===== config.mk =====
export PLATFORM = sky130hd
export DESIGN_NAME = uart_rx_ctrl
export DESIGN_NICKNAME = d
export VERILOG_FILES = /design/src/rtl/uart_rx_ctrl.sv
export SDC_FILE = /design/constraint.sdc
export NUM_CORES = 1
export LEC_CHECK = 0
export CAP_MARGIN = 20
export CORE_UTILIZATION = 53
export CTS_CLUSTER_DIAMETER = 40
export CTS_CLUSTER_SIZE = 10
export DETAILED_ROUTE_END_ITERATION = 8
export PLACE_DENSITY = 0.79
export SYNTH_ARGS = -nofsm -noshare
export SYNTH_HDL_FRONTEND = slang
export SYNTH_SLANG_ARGS = --single-unit

===== constraint.sdc =====
create_clock -name CLK -period 2.8 [get_ports CLK]
set_input_delay 0.56 -clock CLK [delete_from_list [all_inputs] [get_ports CLK]]
set_output_delay 0.56 -clock CLK [all_outputs]
set_load 0.01 [all_outputs]

===== src/rtl/uart_rx_ctrl.sv =====
// rtl/uart_rx_ctrl.sv - UART receive frame controller: start detect, bit timing, deserialize, parity/stop check
module uart_rx_ctrl #(
  parameter int PRESCALE_WIDTH = 6,
  parameter int DATA_WIDTH     = 8
) (
  input  logic                      CLK,
  input  logic                      RST,
  input  logic                      RX_IN,
  input  logic                      PAR_EN,
  input  logic                      PAR_TYP,
  input  logic [PRESCALE_WIDTH-1:0] Prescale,
  input  logic                      sampled_bit,
  output logic                      dat_samp_en,
  output logic [PRESCALE_WIDTH-1:0] edge_cnt,
  output logic [DATA_WIDTH-1:0]     P_DATA,
  output logic                      data_valid,
  output logic                      par_err,
  output logic                      stp_err
);

  localparam int BCW = (DATA_WIDTH > 1) ? $clog2(DATA_WIDTH) : 1;
  localparam logic [PRESCALE_WIDTH-1:0] MIN_P = PRESCALE_WIDTH'(8);

  typedef enum logic [2:0] {
    S_IDLE   = 3'd0,
    S_START  = 3'd1,
    S_DATA   = 3'd2,
    S_PARITY = 3'd3,
    S_STOP   = 3'd4
  } state_t;

  state_t                    state_q, state_d;
  logic [PRESCALE_WIDTH-1:0] edge_q, edge_d;
  logic [PRESCALE_WIDTH-1:0] p_q, p_d;
  logic [BCW-1:0]            bit_q, bit_d;
  logic [DATA_WIDTH-1:0]     shreg_q, shreg_d;
  logic [DATA_WIDTH-1:0]     pdata_q, pdata_d;
  logic                      par_en_q, par_en_d;
  logic                      par_typ_q, par_typ_d;
  logic                      perr_flag_q, perr_flag_d;
  logic                      dv_q, dv_d;
  logic                      perr_q, perr_d;
  logic                      serr_q, serr_d;
  logic                      bit_end;

  // Last edge of the current bit period; only meaningful while a frame is in progress.
  assign bit_end = (state_q != S_IDLE) && (edge_q == p_q - PRESCALE_WIDTH'(1));

  // State, counters, datapath and output pulse registers.
  always_ff @(posedge CLK or negedge RST) begin
    if (!RST) begin
      state_q     <= S_IDLE;
      edge_q      <= '0;
      p_q         <= MIN_P;
      bit_q       <= '0;
      shreg_q     <= '0;
      pdata_q     <= '0;
      par_en_q    <= 1'b0;
      par_typ_q   <= 1'b0;
      perr_flag_q <= 1'b0;
      dv_q        <= 1'b0;
      perr_q      <= 1'b0;
      serr_q      <= 1'b0;
    end else begin
      state_q     <= state_d;
      edge_q      <= edge_d;
      p_q         <= p_d;
      bit_q       <= bit_d;
      shreg_q     <= shreg_d;
      pdata_q     <= pdata_d;
      par_en_q    <= par_en_d;
      par_typ_q   <= par_typ_d;
      perr_flag_q <= perr_flag_d;
      dv_q        <= dv_d;
      perr_q      <= perr_d;
      serr_q      <= serr_d;
    end
  end

  // Next-state, bit timing, deserialization and frame checks.
  always_comb begin
    state_d     = state_q;
    edge_d      = edge_q;
    p_d         = p_q;
    bit_d       = bit_q;
    shreg_d     = shreg_q;
    pdata_d     = pdata_q;
    par_en_d    = par_en_q;
    par_typ_d   = par_typ_q;
    perr_flag_d = perr_flag_q;
    dv_d        = 1'b0;
    perr_d      = 1'b0;
    serr_d      = 1'b0;
    dat_samp_en = 1'b0;

    if (state_q == S_IDLE) begin
      edge_d = '0;
      if (!RX_IN) begin
        // Detect cycle is edge 0 of the start bit; freeze frame config here.
        state_d     = S_START;
        edge_d      = PRESCALE_WIDTH'(1);
        p_d         = (Prescale < MIN_P) ? MIN_P : Prescale;
        par_en_d    = PAR_EN;
        par_typ_d   = PAR_TYP;
        perr_flag_d = 1'b0;
      end
    end else begin
      dat_samp_en = 1'b1;
      edge_d      = bit_end ? '0 : edge_q + PRESCALE_WIDTH'(1);
      if (bit_end) begin
        case (state_q)
          S_START: begin
            if (!sampled_bit) begin
              state_d = S_DATA;
              bit_d   = '0;
            end else begin
              state_d = S_IDLE;
            end
          end
          S_DATA: begin
            shreg_d = {sampled_bit, shreg_q[DATA_WIDTH-1:1]};
            bit_d   = bit_q + BCW'(1);
            if (bit_q == BCW'(DATA_WIDTH - 1)) begin
              state_d = par_en_q ? S_PARITY : S_STOP;
            end
          end
          S_PARITY: begin
            perr_flag_d = par_en_q & (sampled_bit ^ (^shreg_q) ^ par_typ_q);
            state_d     = S_STOP;
          end
          S_STOP: begin
            state_d = S_IDLE;
            serr_d  = ~sampled_bit;
            perr_d  = perr_flag_q;
            dv_d    = sampled_bit & ~perr_flag_q;
            if (dv_d) begin
              pdata_d = shreg_q;
            end
          end
          default: state_d = S_IDLE;
        endcase
      end
    end
  end

  assign edge_cnt   = edge_q;
  assign P_DATA     = pdata_q;
  assign data_valid = dv_q;
  assign par_err    = perr_q;
  assign stp_err    = serr_q;

endmodule


==> reports/results.txt, run 1 <==
DRT Pass-1 Iters - 5
Count of antenna-violating nets left after detailed routing - 0
Startpoint types - flip-flop
Worst Path Arrival - 2.57 ns
Critical path fanouts, max - 7
Fmax achieved - 419 MHz
Largest net degree at the start of global routing - 41
Maxcap violations - 0
Post-Syn Area per Cell - 11.4 um2
Routed vias - 1415
HPWL after DPL - 2.83 mm
DRT iter0 DRCs - 118
CTS Buf Count - 5
DR DRC count - 0
Vias per inst - 5.57
Outcome - finished, final reports clean
Vias in the first global route - 1459
Hold Crit Class - in -> async
Main synth FF type - dfrtp_1
Ys async rst share - 1.00
H-tree depth - 2
Total core area - 3440 um2
Share of the synthesized area in the top cell type - 0.498
Synth warn - 0
Share of cells above drive strength 1 - 0.188
Final nets - 223
Clk_lat worst skew - 0.29 ns
Placed cell area - 2300 um2
Pwr Density - 975 nW/um2
Rel. slew slack - 0.428
Fraction of the yosys area taken by sequential cells - 0.511
Leak - 1.08 nW
Count of cell types in the netlist - 41
# fillers - 251
Layout overhead on the synthesized area - 22.1%
Period Utilization, post-route - 0.853
Clock root buffer - clkbuf_8
Min Hold Slack - 0.370 ns
IO Count - 30
Final min period - 2.39 ns
GP Congestion - 0.919
Final Hold Vio Count - 0
Post-Syn Instances - 172
Initial Util - 0.570
Setup WS pre-CTS - 0.436 ns
FP Rows - 21
DIE AREA - 3950 um2
Setup ws final - 0.411 ns
Die width - 62.8 um
TritonCTS clock tree - built
CP peak stage delay - 0.40 ns
Setup tns final - 0 ns
Wire per inst - 15.3 um
Slowest CP cell - dfrtp_1
Final WL - 3.88 mm
FF+latch area - 1000 um2
Multi-input combinational cell area - 928 um2
Cts repair resizes - 0
Post-synth EDFFs - 0
Setup crit end kind - flip-flop
Overall routing resource usage - 0.219
First-pass GRT wire length - 6.72 mm
Net count after synthesis - 188
Initial antenna violation count - 0
CP Cell Sequence - inv_1, ha_1, nor2b_1, or3_4, a31oi_4, and3_1, mux2_2
Worst-Margin Slew - 0.859 ns
Die extent in y - 62.8 um
Clock Pin Slew Worst Setup and Hold Paths - 0.08 ns
RSZ-0062 raised after global routing - false
Area contributors post-synth - dfrtp_1 (50%), mux2_2 (9.8%), xnor2_1 (5.4%)
Pins Over Slew Limit - 0
Critical path class - reg -> reg
Clk_skew - 0.00491 ns
Largest area contributor in the netlist - dfrtp_1
Synthesized cell area - 1960 um2
Port bufs - 29
# diodes - 0
CTS sink count - 40
Post-route cell area - 2390 um2
Maximum clock insertion buffer count - 2
#FFs+latches synth - 40
Worst path required time - 2.98 ns
Hold_buf cts - 0
Post-CTS Setup Inserts - 0
Final Setup Violations - 0
Total grt overflow - 0
Peak supply drop - 0.423 mV
-- logic make-up after synthesis --
kind of cell | share of synthesized area
compound gates | 0.0772
xor+xnor | 0.0874
fa+ha+maj | 0.0255
buf+inv | 0.0153
flops | 0.511
mux | 0.103
simple gates | 0.181
-- final timing paths --
| kind | from | to | slack [ns] | cells past startpoint |
|---|---|---|---|---|
| hold reg to reg | P_DATA[1] | P_DATA[1] | 0.51 | 1 |
| setup reg to reg | p_q[0] | shreg_q[1] | 0.41 | 7 |
| hold / removal | RST | state_q[1] | 0.37 | 1 |
| min in group CLK | P_DATA[1] | P_DATA[1] | 0.51 | 1 |
| setup / recovery | p_q[0] | shreg_q[1] | 0.41 | 7 |
| max in group asynchronous | RST | shreg_q[6] | 1.89 | 1 |
-- state kept, by name, summed over array words and instances, names as in the netlist --
signal and count:
P_DATA 8, bit_q 3, data_valid 1, edge_cnt 6, p_q 6, par_en_q 1, par_err 1, par_typ_q 1
perr_flag_q 1, shreg_q 8, state_q 3, stp_err 1
-- stage by stage --
| stage | total power, mW | std cells | util |
|---|---|---|---|
| 6_report | 2.33 | 254 | 0.695 |
| 5_1_grt | 2.48 | 254 | 0.695 |
| 4_1_cts | 2.33 | 254 | 0.695 |
| 3_5_place_dp | 1.92 | 246 | 0.667 |
| 3_3_place_gp | 1.86 | 246 | 0.667 |
| 2_1_floorplan | 1.64 | 172 | - |
-- critical path, delay by kind of cell, from the launching register on --
| family | cells | cell delay (ns) |
|---|---|---|
| adder cells (fa/ha/maj) | 1 | 0.24 |
| buffers and inverters | 1 | 0.08 |
| AND/OR/NAND/NOR | 3 | 0.88 |
| AO/OA/AOI/OAI | 1 | 0.29 |
| flip-flops | 1 | 0.40 |
| multiplexers | 1 | 0.38 |
-- cell usage after synthesis, types with 2 or more instances --
library cell and count:
mux2_2 17, o21ai_0 7, xor2_1 5, dfrtp_1 39
inv_1 4, a22o_2 2, nand3_1 7, nor3b_1 2
o211ai_1 2, xnor2_1 12, ha_1 4, and3_1 4
nand2_1 18, nor2b_1 4, nor2_1 11, nand2b_1 2
nor3_1 8
-- power breakdown --
part	internal (mW)	leakage, nW	total, mW	switching [mW]
registers	0.735	0.521	0.919	0.185
logic	0.496	0.513	1.01	0.513
clock network	0.199	0.0434	0.407	0.207
-- area by class of cell --
class	instances	area share
clock buffers	6	0.0345
clock inverters	2	0.00627
inverters	4	0.00627
multi-input cells	126	0.388
flip-flops and latches	40	0.419
well taps	46	0.0240
repair buffers	30	0.122
-- layout by cell type, fill, tap and decap left out, types with 2 or more instances in the layout --
master / instances
a22o_2: 2
and3_1: 4
clkbuf_8: 6
clkdlybuf4s50_1: 28
clkinvlp_4: 2
dfrtp_1: 39
ha_1: 4
inv_1: 4
mux2_2: 17
nand2_1: 18
nand2b_1: 2
nand3_1: 7
nor2_1: 11
nor2b_1: 4
nor3_1: 8
nor3b_1: 2
o211ai_1: 2
o21ai_0: 7
xnor2_1: 12
xor2_1: 5
-- metal layers --
metal  up-vias  wire [um]  part of all wire  track usage
met5         -          0                 0            0
li1        677          -                 -            -
met2        40       1860              0.48        0.351
met1       691       1790              0.46        0.289
met4         0         64             0.016        0.105
met3         7        162             0.042       0.0383
Power figures use the tool's default switching activity.
==> inputs of run 2 (changes only) <==
Settings changed: SLEW_MARGIN from default to 20.
==> results of run 2 <==
Same layout as run 1: the final DEF is identical, and so are final timing and power.
